File: config.mk
export PLATFORM = sky130hd
export DESIGN_NAME = lz_token_encoder
export DESIGN_NICKNAME = d
export VERILOG_FILES = /design/src/rtl/lz_token_encoder.sv
export SDC_FILE = /design/constraint.sdc
export NUM_CORES = 1
export LEC_CHECK = 0
export BUFFER_PORTS_ARGS = -buffer_cell sky130_fd_sc_hd__buf_2
export CAP_MARGIN = 10
export CORE_MARGIN = 10
export CORE_UTILIZATION = 50
export DETAILED_ROUTE_END_ITERATION = 10
export PLACE_DENSITY = 0.72
export RECOVER_POWER = 100
export SYNTH_ARGS = -nofsm -noshare
export SYNTH_HDL_FRONTEND = slang
export SYNTH_SLANG_ARGS = --single-unit
File: constraint.sdc
create_clock -name clk -period 6.15 [get_ports clk]
set_clock_uncertainty 0.2 [all_clocks]
set_input_delay 0.615 -clock clk [delete_from_list [all_inputs] [get_ports clk]]
set_output_delay 0.615 -clock clk [all_outputs]
set_load 0.1 [all_outputs]
File: src/rtl/lz_token_encoder.sv
// lz_token_encoder
// ----------------
// Takes one dictionary-search result per handshake and turns it into LZ
// tokens for the bit packer. Consecutive hits that share an offset are
// merged into one (offset, length) match token. A non-hit byte becomes a
// literal token. A hit run shorter than MIN_MATCH is replayed as literals
// from a small byte buffer. The token port is a single registered
// valid/ready stage, and a token becomes visible one cycle after its
// input is accepted.
//
// Ports
//   clk, reset        rising-edge clock, synchronous active-high reset
//   in_valid/in_ready input handshake (in_ready is combinational)
//   in_byte           raw symbol
//   in_hit            search reported a dictionary hit
//   in_offset         match distance of the hit
//   in_last           final symbol of the block
//   tok_valid/ready   output handshake
//   tok_is_match      1 = match token, 0 = literal
//   tok_literal       literal byte (0 for matches)
//   tok_offset        match offset (0 for literals)
//   tok_length        match length (0 for literals)
//   tok_last          final token of the block
module lz_token_encoder #(
  parameter int OFF_W     = 8,
  parameter int LEN_W     = 4,
  parameter int MIN_MATCH = 3,
  parameter int MAX_LEN   = 15
) (
  input  logic             clk,
  input  logic             reset,
  input  logic             in_valid,
  output logic             in_ready,
  input  logic [7:0]       in_byte,
  input  logic             in_hit,
  input  logic [OFF_W-1:0] in_offset,
  input  logic             in_last,
  output logic             tok_valid,
  input  logic             tok_ready,
  output logic             tok_is_match,
  output logic [7:0]       tok_literal,
  output logic [OFF_W-1:0] tok_offset,
  output logic [LEN_W-1:0] tok_length,
  output logic             tok_last
);

  typedef enum logic [1:0] {
    IDLE  = 2'd0,
    ACCUM = 2'd1,
    EMIT  = 2'd2,
    FLUSH = 2'd3
  } state_t;

  // The buffer only has to hold a run that is too short to become a match.
  localparam int BUF_N = MIN_MATCH - 1;
  localparam logic [LEN_W-1:0] ONE_LEN = LEN_W'(1);
  localparam logic [LEN_W-1:0] MIN_LEN = LEN_W'(MIN_MATCH);
  localparam logic [LEN_W-1:0] MAX_L   = LEN_W'(MAX_LEN);

  state_t             state_r, state_s;
  logic [OFF_W-1:0]   cand_off_r, cand_off_s;
  logic [LEN_W-1:0]   cand_len_r, cand_len_s;
  logic               cand_last_r, cand_last_s;
  logic [LEN_W-1:0]   flush_idx_r, flush_idx_s;
  logic [7:0]         buf_r [BUF_N];

  logic               out_free_s;
  logic               continue_s;
  logic [LEN_W-1:0]   nxt_len_s;
  logic               buf_we_s;
  logic [LEN_W-1:0]   buf_idx_s;
  logic [7:0]         buf_rd_s;
  logic               in_ready_s;

  logic               tok_load_s;
  logic               ld_is_match_s;
  logic [7:0]         ld_literal_s;
  logic [OFF_W-1:0]   ld_offset_s;
  logic [LEN_W-1:0]   ld_length_s;
  logic               ld_last_s;

  assign out_free_s = !tok_valid || tok_ready;
  assign nxt_len_s  = cand_len_r + ONE_LEN;
  assign continue_s = in_valid && in_hit && (in_offset == cand_off_r) &&
                      (cand_len_r < MAX_L);
  assign in_ready   = in_ready_s;

  // Select the buffered byte addressed by the flush pointer (mask-OR mux).
  always_comb begin
    buf_rd_s = 8'h00;
    for (int i = 0; i < BUF_N; i++) begin
      buf_rd_s = buf_rd_s | (buf_r[i] & {8{flush_idx_r == LEN_W'(i)}});
    end
  end

  // Next-state, candidate update, input ready and token-load decode.
  always_comb begin
    state_s       = state_r;
    cand_off_s    = cand_off_r;
    cand_len_s    = cand_len_r;
    cand_last_s   = cand_last_r;
    flush_idx_s   = flush_idx_r;
    buf_we_s      = 1'b0;
    buf_idx_s     = {LEN_W{1'b0}};
    in_ready_s    = 1'b0;
    tok_load_s    = 1'b0;
    ld_is_match_s = 1'b0;
    ld_literal_s  = 8'h00;
    ld_offset_s   = {OFF_W{1'b0}};
    ld_length_s   = {LEN_W{1'b0}};
    ld_last_s     = 1'b0;

    if (reset) begin
      // Nothing is accepted while reset is applied; the register block
      // clears the state itself.
      in_ready_s = 1'b0;
    end else begin
      case (state_r)
        IDLE: begin
          in_ready_s = out_free_s;
          if (in_valid && out_free_s) begin
            if (!in_hit) begin
              tok_load_s   = 1'b1;
              ld_literal_s = in_byte;
              ld_last_s    = in_last;
            end else begin
              cand_off_s  = in_offset;
              cand_len_s  = ONE_LEN;
              cand_last_s = in_last;
              flush_idx_s = {LEN_W{1'b0}};
              buf_we_s    = 1'b1;
              buf_idx_s   = {LEN_W{1'b0}};
              state_s     = in_last ? FLUSH : ACCUM;
            end
          end else begin
            state_s = IDLE;
          end
        end

        ACCUM: begin
          if (continue_s) begin
            in_ready_s = 1'b1;
            cand_len_s = nxt_len_s;
            // Bytes are only kept while the run could still end up short.
            if (cand_len_r < (MIN_LEN - ONE_LEN)) begin
              buf_we_s  = 1'b1;
              buf_idx_s = cand_len_r;
            end else begin
              buf_we_s = 1'b0;
            end
            if (in_last || (nxt_len_s == MAX_L)) begin
              cand_last_s = in_last;
              state_s     = (nxt_len_s >= MIN_LEN) ? EMIT : FLUSH;
            end else begin
              state_s = ACCUM;
            end
          end else if (in_valid) begin
            // A breaking symbol stays upstream and is taken again from IDLE.
            in_ready_s = 1'b0;
            state_s    = (cand_len_r >= MIN_LEN) ? EMIT : FLUSH;
          end else begin
            state_s = ACCUM;
          end
        end

        EMIT: begin
          if (out_free_s) begin
            tok_load_s    = 1'b1;
            ld_is_match_s = 1'b1;
            ld_offset_s   = cand_off_r;
            ld_length_s   = cand_len_r;
            ld_last_s     = cand_last_r;
            cand_off_s    = {OFF_W{1'b0}};
            cand_len_s    = {LEN_W{1'b0}};
            cand_last_s   = 1'b0;
            state_s       = IDLE;
          end else begin
            state_s = EMIT;
          end
        end

        FLUSH: begin
          if (out_free_s) begin
            tok_load_s   = 1'b1;
            ld_literal_s = buf_rd_s;
            if (flush_idx_r == (cand_len_r - ONE_LEN)) begin
              // Only the final replayed byte may carry the block end.
              ld_last_s   = cand_last_r;
              cand_off_s  = {OFF_W{1'b0}};
              cand_len_s  = {LEN_W{1'b0}};
              cand_last_s = 1'b0;
              flush_idx_s = {LEN_W{1'b0}};
              state_s     = IDLE;
            end else begin
              flush_idx_s = flush_idx_r + ONE_LEN;
              state_s     = FLUSH;
            end
          end else begin
            state_s = FLUSH;
          end
        end

        default: begin
          state_s = IDLE;
        end
      endcase
    end
  end

  // State and candidate registers; reset drops any partial run.
  always_ff @(posedge clk) begin
    if (reset) begin
      state_r     <= IDLE;
      cand_off_r  <= {OFF_W{1'b0}};
      cand_len_r  <= {LEN_W{1'b0}};
      cand_last_r <= 1'b0;
      flush_idx_r <= {LEN_W{1'b0}};
    end else begin
      state_r     <= state_s;
      cand_off_r  <= cand_off_s;
      cand_len_r  <= cand_len_s;
      cand_last_r <= cand_last_s;
      flush_idx_r <= flush_idx_s;
    end
  end

  // Short-run byte buffer.
  always_ff @(posedge clk) begin
    if (reset) begin
      for (int i = 0; i < BUF_N; i++) begin
        buf_r[i] <= 8'h00;
      end
    end else begin
      for (int i = 0; i < BUF_N; i++) begin
        if (buf_we_s && (buf_idx_s == LEN_W'(i))) begin
          buf_r[i] <= in_byte;
        end
      end
    end
  end

  // Output token register: load when free, clear after a bare transfer,
  // otherwise hold the fields stable for the packer.
  always_ff @(posedge clk) begin
    if (reset) begin
      tok_valid    <= 1'b0;
      tok_is_match <= 1'b0;
      tok_literal  <= 8'h00;
      tok_offset   <= {OFF_W{1'b0}};
      tok_length   <= {LEN_W{1'b0}};
      tok_last     <= 1'b0;
    end else if (tok_load_s) begin
      tok_valid    <= 1'b1;
      tok_is_match <= ld_is_match_s;
      tok_literal  <= ld_literal_s;
      tok_offset   <= ld_offset_s;
      tok_length   <= ld_length_s;
      tok_last     <= ld_last_s;
    end else if (tok_ready) begin
      tok_valid    <= 1'b0;
      tok_is_match <= 1'b0;
      tok_literal  <= 8'h00;
      tok_offset   <= {OFF_W{1'b0}};
      tok_length   <= {LEN_W{1'b0}};
      tok_last     <= 1'b0;
    end
  end

endmodule

==> results of run 1 <==
-- cells in the mapped netlist (8+ instances only) --
cell and n:
and2_1 17, edfxtp_1 16, o2bb2ai_1 8, dfxtp_1 42, nand3_1 8, mux2i_1 9, ha_1 12, inv_1 13
clkbuf_1 10, o21ai_0 10, nor2_1 40, a22oi_1 28, a21oi_1 18, xnor2_1 10, nand2_1 11
-- state kept, by name (all words and copies together) (netlist names) --
name          count
flush_idx_r       4
cand_last_r       1
state_r           2
cand_off_r        8
tok_literal       8
tok_length        4
tok_offset        8
tok_valid         1
tok_last          1
buf_r            16
tok_is_match      1
cand_len_r        4
-- layer usage --
layer / vias to the layer above / global-route usage [%] / part of all wire, %
li1: 1188 / - / -
met3: 18 / 4.339 / 5.5
met4: 0 / 6.823 / 1.9
met5: - / 0 / 0
met1: 1191 / 16.48 / 43
met2: 75 / 25.51 / 50
-- worst min path at each step --
stage | slack [ns] | to | depth (start not counted)
after floorplan | 0.25 | cand_last_r$_SDFFE_PP0P_ | 2
after global placement | 0.27 | tok_is_match$_SDFFE_PP0P_ | 2
after detailed placement | 0.28 | cand_last_r$_SDFFE_PP0P_ | 2
after CTS | 0.29 | cand_last_r$_SDFFE_PP0P_ | 2
after global routing | 0.30 | cand_last_r$_SDFFE_PP0P_ | 2
final | 0.29 | cand_last_r$_SDFFE_PP0P_ | 2
-- layout make-up --
cell class / instances / area share [%]
clock buffer: 10 / 3.853
multi-input combinational: 222 / 44.58
tap: 75 / 2.833
timing repair buffer: 47 / 6.347
sequential: 58 / 39.89
clock inverter: 6 / 1.020
inverter: 13 / 1.473
-- cells by family (layout without fill, tap and decap cells) --
family / count (synthesis) / in the layout / share of synthesized area, %
compound gates: 81 / 81 / 19.17
xor+xnor: 15 / 15 / 5.107
fa+ha+maj: 12 / 12 / 5.023
buf+inv: 33 / 76 / 4.981
flops: 58 / 58 / 44.20
mux: 10 / 10 / 3.391
simple gates: 104 / 104 / 18.12
-- tightest hold or removal path: cells and delay by family, from the launching register on --
kind	cells	cell delay, ns
flip-flops	1	0.31
AND/OR/NAND/NOR	1	0.07
AO/OA/AOI/OAI	1	0.06
-- power by group through the flow --
| stage | Combinational (mW) | Clock [mW] | Sequential, mW |
|---|---|---|---|
| after global placement | 0.499 | 0 | 0.496 |
| after detailed placement | 0.506 | 0 | 0.498 |
| after floorplan | 0.368 | 0 | 0.536 |
| after CTS | 0.510 | 0.300 | 0.490 |
| after global routing | 0.534 | 0.315 | 0.496 |
| final | 0.489 | 0.293 | 0.490 |
-- stage by stage --
stage	total power, mW	util, %	cell area, sq um	hold WS (ns)	setup slack (ns)
after floorplan	0.9040	-	2989	0.2516	2.528
after global placement	0.9954	55.09	3223	0.2742	3.164
after detailed placement	1.004	55.09	3223	0.2797	3.112
after CTS	1.300	57.85	3385	0.2905	2.885
after global routing	1.345	56.61	3312	0.3042	1.937
final	1.272	56.61	3312	0.2897	2.171
==> summary.txt, run 1 <==
Finish
  – Most common cell after layout, fill and taps aside: dfxtp_1
  – Fillers: 573
  – Share of cells above drive strength 1: 12.08%
  – Most frequent cells in the layout: dfxtp_1, nor2_1, a22oi_1
  – Nets: 385
  – Multi-input logic area: 1476 sq um
  – Reg area: around 1300 sq um
  – Area growth, synth to finish: 10.80%
  – ANT cells: 0
  – Finished Layout Cells: approximately 430

Synth
  – Syn Inst Count: 313
  – Yosys top cell area share: between 20% and 30%
  – Synth area leaders: dfxtp_1, edfxtp_1, a22oi_1
  – Post-synth ARST share: 0%
  – Cell variety after synth: 52
  – Post-Syn Nets: roughly 350
  – Average cell area after synthesis: roughly 9.5 sq um
  – Ys Warns: 0
  – Post-synth EDFFs: 16
  – Leading register cell type out of synthesis: dfxtp_1
  – Synth Cell Area: 2989 sq um
  – Post-synth top area cell: dfxtp_1
  – Seq/Total Area, Yosys: roughly 44%
  – Post-synthesis register bit count: 58

Critical path
  – FF-to-FF Start: cand_len_r[0]$_SDFFE_PP0P_
  – Critical path buffer and inverter count: 1
  – CP dominant cell by count: nand3_1
  – Reg-to-Reg End: cand_len_r[3]$_SDFFE_PP0P_
  – Crit path largest cell delay: 0.89 ns
  – CP endpoint: in_ready
  – Worst R2R Path Depth: 8
  – Slowest CP cell: clkbuf_1
  – Arr. time, crit path: roughly 3.2 ns
  – Crit path from: cand_len_r[0]$_SDFFE_PP0P_
  – Setup crit start kind: flip-flop
  – Critical path's top delay family: simple AND/OR/NAND/NOR gates
  – Worst Setup End Kind: output pin
  – Crit-path max FO: 8
  – Critical Path Stages: 7
  – R2R Setup Slk: approximately 2.8 ns
  – CP Class: reg2out
  – CP Data Required Time: 5.33 ns
  – Crit-path cells: ha_1 -> nand3_1 -> nand3_1 -> nor3_1 -> nand2_1 -> a21oi_1 -> clkbuf_1

Power
  – Internal power: 761.8 uW
  – Pwr dens: a little under 400 nW/um^2
  – Leakage: about 1.2 nW
  – Sw Pwr: between 500 and 600 uW
  – Combinational share of power: 38.4%
  – Sw Share: 40.13%
  – Clock share of power: 23.0%
  – Maximum VDD drop: approximately 0.2 mV
  – Share of power burned in registers: between 30% and 40%

Placed design
  – Detail Placement HPWL: slightly above 5 mm
  – Buffers on Ports: between 40 and 50
  – Cell total after placement: slightly above 400
  – Gpl congestion: roughly 0.85

STA
  – RSZ-0062 raised after global routing: false
  – Max_slew headroom: between 20% and 30%
  – Worst-Margin Slew: 1.203 ns
  – Setup TNS: 0 ns
  – Peak Freq: around 0.25 GHz
  – Endpoints failing setup: 0
  – Final period util: between 60% and 70%
  – Max Slew Vio Count: 0
  – Final-report hold violation count: 0
  – Min cycle time layout: slightly below 4 ns

Routing
  – Post-route ant nets: 0
  – TritonRoute pass-1 iters: 6
  – Via-per-instance ratio: roughly 5.7
  – Vias: 2,472
  – DRC errors left: 0
  – Routed WL per cell: ~17 microns
  – DR iter-0 viols: approximately 110
  – Drt total wl: a little over 7 mm

Clocking
  – Hold_buf cts: 0
  – CTS tree: done
  – Clock Tree Root: clkbuf_8
  – Htree depth: 3
  – CTS Buf Count: 9
  – Clk buf depth: 2
  – Clock latency on the worst-skew pair: between 0.3 and 0.4 ns
  – Sink Count: slightly below 60
  – Clock transition at the registers of the reported paths: approximately 0.060 ns
  – Post-CTS Setup Inserts: 0
  – CTS resizes: 0

Floorplanning
  – Die height: 97.32 microns
  – Die area: approximately 9500 sq um
  – Initial Utilization: 51.09%
  – Chip width: a little under 100 microns
  – Core Rows: 28
  – Std-Cell Core Area: just under 6000 sq um
  – IO Pins: 46

Min path
  – Min-delay src: cand_last_r$_SDFFE_PP0P_
  – Worst min path class: reg2reg

Global routing
  – Total track usage: approximately 15%
  – Initial antenna violation count: 0
  – First-pass GRT wire length: about 12 mm
  – Largest net degree at the start of global routing: 50
  – Vias in the first global route: around 2.5k
  – GRT Residual Overflow: 0

Run status
  – Status: completed

Run
  – Maxcap violations: 0
No activity file was read; power rests on OpenSTA's default activity.
==> run 2, diff against run 1 <==
- clock period: 6.15 -> 3.7 ns (I/O delays scaled with it)
==> run 2 against run 1 <==
Effect of this change: non-clock buffer count rose by 1; power increased by 81%; flip-flop and latch count unchanged; core utilization up 1.5 points; combinational power rose by 71%; critical path type unchanged; first-iteration DRC count up 39%; sequential power grew 67%; via count grew 0.73%; routed wire length up 4.4%; register-to-register slack worse by 2.1 ns.
==> summary.txt, run 2 (synthesis gave the netlist of run 1 again) <==
Critical path
  – Crit-path max FO: 8
  – CP dominant cell by count: nand3_1
  – Crit path largest cell delay: around 0.48 ns
  – R2R Setup Slk: about 0.66 ns
  – Worst Setup End Kind: output pin
  – Setup crit start kind: flip-flop
  – Crit-path cells: ha_1 -> nand3_1 -> nand3_1 -> nor3_4 -> nand2_1 -> a21oi_1 -> clkbuf_2
  – Arr. time, crit path: roughly 2.5 ns
  – CP Class: reg2out
  – CP Data Required Time: 3.13 ns
  – Slowest CP cell: clkbuf_2

Clocking
  – CTS Buf Count: 9
  – Clock Tree Root: clkbuf_8
  – CTS resizes: 0
  – Clock transition at the registers of the reported paths: around 0.07 ns
  – Sink Count: 58
  – Htree depth: 3
  – Clk buf depth: 2
  – Clock latency on the worst-skew pair: 0.35 ns
  – Hold_buf cts: 0
  – Post-CTS Setup Inserts: 0
  – CTS tree: done

Global routing
  – Initial antenna violation count: 0
  – Largest net degree at the start of global routing: 50
  – Vias in the first global route: 2,510
  – GRT Residual Overflow: 0
  – Total track usage: between 10% and 20%
  – First-pass GRT wire length: between 10 and 15 mm

Routing
  – Metal2 WL: 3.595 mm
  – Vias: between 2k and 2.5k
  – Routed WL per cell: around 17 microns
  – DRC errors left: 0
  – Post-route ant nets: 0
  – Met3 WL post-DR: between 500 and 600 microns
  – Via-per-instance ratio: roughly 5.8
  – DR iter-0 viols: between 100 and 150
  – Top Layer Used: met4
  – WL met1: between 3 and 4 mm
  – Drt total wl: 7.456 mm
  – TritonRoute pass-1 iters: 4

Floorplanning
  – Chip width: just under 100 microns
  – Die height: between 90 and 100 microns
  – IO Pins: 46
  – Die area: 9471 sq um
  – Initial Utilization: 51.09%
  – Std-Cell Core Area: between 5000 and 6000 sq um
  – Core Rows: 28

Finish
  – Most common cell after layout, fill and taps aside: dfxtp_1
  – Reg area: approximately 1300 sq um
  – Fillers: ~540
  – ANT cells: 0
  – Max reg flops: 16
  – Area growth, synth to finish: 13.69%
  – Final Cell Area: between 3000 and 4000 sq um
  – Nets: 386
  – Most flop-heavy register: buf_r
  – Final core utilization: around three fifths
  – Share of cells above drive strength 1: a little over an eighth
  – Finished Layout Cells: ~430
  – Multi-input logic area: approximately 1500 sq um
  – Most frequent cells in the layout: dfxtp_1, nor2_1, a22oi_1

Power
  – Sw Pwr: between 800 and 900 uW
  – Leakage: 1.267 nW
  – Maximum VDD drop: ~0.45 mV
  – Combinational share of power: a little over a third
  – Sw Share: approximately two fifths
  – Internal power: 1.413 mW
  – Clock share of power: ~28%
  – Pwr dens: 676.2 nW/um^2
  – Share of power burned in registers: 35.6%

Placed design
  – Detail Placement HPWL: around 5.3 mm
  – Placed Area: 3231 sq um
  – Gpl congestion: 0.8775
  – Cell total after placement: 416
  – Buffers on Ports: 45
  – Pre-CTS worst setup slack: ~0.78 ns

STA
  – Min cycle time layout: around 3 ns
  – Final period util: between 80% and 90%
  – Endpoints failing setup: 0
  – Final WS setup: around 0.63 ns
  – Setup TNS: 0 ns
  – Final-report hold violation count: 0
  – Max Slew Vio Count: 0
  – RSZ-0062 raised after global routing: false
  – Peak Freq: 0.3257 GHz
  – Max_slew headroom: 21.79%
  – Worst-Margin Slew: 1.178 ns

Min path
  – Worst min path class: in2reg

Run
  – Maxcap violations: 0

Run status
  – Status: completed
==> run 2: stage by stage <==
stage               hold WS [ns]  total power [mW]
floorplan                 0.2516             1.503
global route              0.1807             2.428
CTS                       0.1304             2.319
finish                    0.1384             2.298
detailed placement        0.2775             1.679
global placement          0.2735             1.665
==> run 2: final timing paths <==
check                                                start                          to  cells after the start
worst max-delay path            cand_len_r[0]$_SDFFE_PP0P_                    in_ready                      7
worst min-delay path                            in_byte[3]      buf_r[0][11]$_DFFE_PP_                      2
worst max register to register  cand_len_r[0]$_SDFFE_PP0P_  cand_len_r[2]$_SDFFE_PP0P_                      8
worst min register to register  tok_offset[0]$_SDFFE_PP0P_  tok_offset[0]$_SDFFE_PP0P_                      2
==> run 2: routing by layer <==
| layer | up-vias | track usage [%] |
|---|---|---|
| met5 | - | 0 |
| met4 | 0 | 5.257 |
| met3 | 13 | 6.046 |
| met2 | 90 | 26.29 |
| met1 | 1202 | 18.96 |
| li1 | 1185 | - |
==> run 2: final cells by class <==
class,instances,share of cell area [%]
Multi-Input combinational cell,222,44.11
Inverter,13,1.436
Sequential cell,58,38.88
Tap cell,75,2.761
Timing Repair Buffer,48,6.443
Clock inverter,7,2.725
Clock buffer,9,3.645
==> run 2: power groups by stage <==
stage / clock network (mW) / registers, mW / logic, mW
2_1_floorplan: 0 / 0.891 / 0.611
3_3_place_gp: 0 / 0.826 / 0.840
3_5_place_dp: 0 / 0.830 / 0.850
4_1_cts: 0.647 / 0.816 / 0.857
5_1_grt: 0.681 / 0.826 / 0.920
6_report: 0.645 / 0.818 / 0.835
==> run 2: worst max-delay path, delay by kind of cell (launching register included) <==
family | cells | cell delay, ns
AND/OR/NAND/NOR | 4 | 0.75
buffers and inverters | 1 | 0.48
adder cells (fa/ha/maj) | 1 | 0.33
AO/OA/AOI/OAI | 1 | 0.15
flip-flops | 1 | 0.43
==> run 3, diff against run 2 <==
- ABC_AREA: default -> 1
- PLACE_DENSITY: 0.72 -> 0.71
- clock period: 3.7 -> 3.2 ns (I/O delays scaled with it)
==> run 3 against run 2 <==
Effect of this change: sequential power grew 22%; clock power increased by 27%; sequential share of layout area decreased by 2.5 points.
==> summary.txt, run 3 <==
Run status
  – Status: completed

Synth
  – Simple logic cell fraction of the synthesized area: 32.26%
  – Syn Inst Count: 447
  – Post-synth EDFFs: 16
  – Post-synth top area cell: dfxtp_1
  – Seq/Total Area, Yosys: approximately 40%
  – Average cell area after synthesis: around 7.2 sq um
  – Leading register cell type out of synthesis: dfxtp_1
  – Post-synth ARST share: 0%
  – Largest family of logic cells by synthesized area: simple AND/OR/NAND/NOR gates
  – Synth area leaders: dfxtp_1, edfxtp_1, nand2_1
  – Cell with the most instances after synthesis: nand2_1
  – Cell variety after synth: 32
  – Post-synthesis compound-gate area fraction: approximately 11%
  – Ys Warns: 0
  – Synth Cell Area: ~3200 sq um
  – Post-synthesis mux area share: 0%
  – Most frequent cells after synthesis: nand2_1, nor2_1, dfxtp_1, a21oi_1, inv_1
  – Post-Syn Nets: 481
  – Post-synthesis register bit count: 58
  – Yosys top cell area share: a little over a quarter
  – Post-Synth XOR/XNOR Area: approximately 1.1%
  – Adder-Cell Fraction of Synth Area: about 4.7%

STA
  – Peak Freq: 0.3583 GHz
  – Final-report hold violation count: 0
  – Setup TNS: 0 ns
  – Worst-Margin Slew: between 1 and 1.5 ns
  – Final WS setup: around 0.4 ns
  – Final period util: just under 90%
  – Min cycle time layout: 2.791 ns
  – Max Slew Vio Count: 0
  – Max_slew headroom: 20.62%
  – RSZ-0062 raised after global routing: false
  – Endpoints failing setup: 0

Critical path
  – Arr. time, crit path: 2.27 ns
  – Slowest CP cell: clkbuf_2
  – Setup crit start kind: flip-flop
  – CP Class: reg2out
  – Crit-path max FO: 8
  – CP dominant cell by count: nand3_1
  – CP Data Required Time: 2.68 ns
  – Crit-path cells: ha_1 -> nand3_1 -> nand3_1 -> nor2_1 -> nand3_1 -> nor2_1 -> o21a_1 -> clkbuf_2
  – Worst Setup End Kind: output pin
  – Crit path largest cell delay: between 0.4 and 0.5 ns

Floorplanning
  – Std-Cell Core Area: approximately 6300 sq um
  – IO Pins: 46
  – Die area: ~10,000 sq um
  – Chip width: 100.2 microns
  – Core Rows: 29
  – Initial Utilization: between 50 and 60%
  – Die height: 100.2 microns

Routing
  – TritonRoute pass-1 iters: 5
  – Vias: around 3.0k
  – Post-route ant nets: 0
  – DR iter-0 viols: around 190
  – Drt total wl: 8.041 mm
  – DRC errors left: 0
  – Via-per-instance ratio: about 5.3
  – Routed WL per cell: roughly 14 microns

Placed design
  – Detail Placement HPWL: between 5 and 6 mm
  – Buffers on Ports: 45
  – Gpl congestion: 0.9075
  – Pre-CTS worst setup slack: just under 0.5 ns

Finish
  – Share of cells above drive strength 1: 11.86%
  – Most flop-heavy register: buf_r
  – Most frequent cells in the layout: nand2_1, nor2_1, dfxtp_1
  – ANT cells: 0
  – Most common cell after layout, fill and taps aside: nand2_1
  – Max reg flops: 16
  – Reg area: roughly 1300 sq um
  – Nets: just over 500
  – Fillers: 624
  – Area growth, synth to finish: 13.07%
  – Multi-input logic area: 1569 sq um

Global routing
  – Vias in the first global route: between 2k and 3k
  – Largest net degree at the start of global routing: 36
  – GRT Residual Overflow: 0
  – Initial antenna violation count: 0
  – Total track usage: between 10% and 20%
  – First-pass GRT wire length: between 10 and 15 mm

Clocking
  – Clk buf depth: 2
  – Clock Tree Root: clkbuf_8
  – CTS resizes: 0
  – Htree depth: 3
  – CTS tree: done
  – Hold_buf cts: 0
  – Clock transition at the registers of the reported paths: 0.07 ns
  – Clock latency on the worst-skew pair: 0.34 ns
  – Sink Count: 58
  – Post-CTS Setup Inserts: 0
  – CTS Buf Count: 9

Power
  – Maximum VDD drop: 0.3893 mV
  – Pwr dens: a little under 900 nW/um^2
  – Leakage: around 1.6 nW

Run
  – Maxcap violations: 0

Min path
  – Worst min path class: in2reg
[run 3: cell count changes in the layout (fill, tap and decap cells not counted), moves of 9 or more]
cell	delta
nand2_1	+112
a22oi_1	-28
inv_1	+27
nand3_1	+27
a21oi_1	+20
nand4_1	+12
and2_0	-9
mux2i_1	-9
[run 3: where the power goes]
part	leakage [nW]	switching, mW	internal, mW
registers	0.509	0.121	0.877
clock network	0.122	0.328	0.492
logic	0.952	0.948	0.388
[run 3: critical path: cells and delay by family, from the launching register on]
| family | cells | cell delay (ns) |
|---|---|---|
| AO/OA/AOI/OAI | 1 | 0.15 |
| adder cells (fa/ha/maj) | 1 | 0.27 |
| buffers and inverters | 1 | 0.45 |
| flip-flops | 1 | 0.40 |
| AND/OR/NAND/NOR | 5 | 0.65 |
[run 3: worst paths after layout]
check | cells after the start | slack [ns] | to | from
hold reg to reg | 2 | 0.26 | tok_literal[7]$_SDFFE_PP0P_ | tok_literal[7]$_SDFFE_PP0P_
setup / recovery | 8 | 0.41 | in_ready | cand_len_r[0]$_SDFFE_PP0P_
hold / removal | 3 | 0.09 | cand_last_r$_SDFFE_PP0P_ | in_last
setup reg to reg | 10 | 0.53 | tok_literal[1]$_SDFFE_PP0P_ | state_r[0]$_SDFFE_PP0N_
[run 3: logic make-up after synthesis]
group	count (synthesis)
AO/OA/AOI/OAI	67
XOR/XNOR	4
flip-flops	58
buffers and inverters	72
adder cells (fa/ha/maj)	12
AND/OR/NAND/NOR	234
[run 3: layer usage]
metal / track usage, % / wire length, microns / share of wire [%] / up-vias
li1: - / - / - / 1524
met1: 21.10 / 3730 / 46 / 1349
met2: 23.79 / 3557 / 44 / 91
met3: 4.876 / 554 / 6.9 / 17
met4: 8.261 / 198 / 2.5 / 0
met5: 0 / 0 / 0 / -
[run 3: layout make-up]
type / count / share of cell area [%]
multi-input combinational: 317 / 43.15
clock inverter: 6 / 2.615
tap: 77 / 2.650
sequential: 58 / 36.34
inverter: 51 / 5.437
timing repair buffer: 47 / 5.712
clock buffer: 10 / 4.095
[run 3: per-stage QoR]
step | utilization [%] | std cells | power [mW] | cell area [sq um] | hold slack (ns)
6_report | 57.59 | 566 | 3.155 | 3636 | 0.09253
5_1_grt | 57.59 | 566 | 3.390 | 3636 | 0.08881
4_1_cts | 58.34 | 566 | 3.193 | 3684 | 0.07290
3_5_place_dp | 54.48 | 550 | 2.366 | 3440 | 0.2502
3_3_place_gp | 54.48 | 550 | 2.348 | 3440 | 0.2459
2_1_floorplan | - | 447 | 2.129 | 3216 | 0.2439
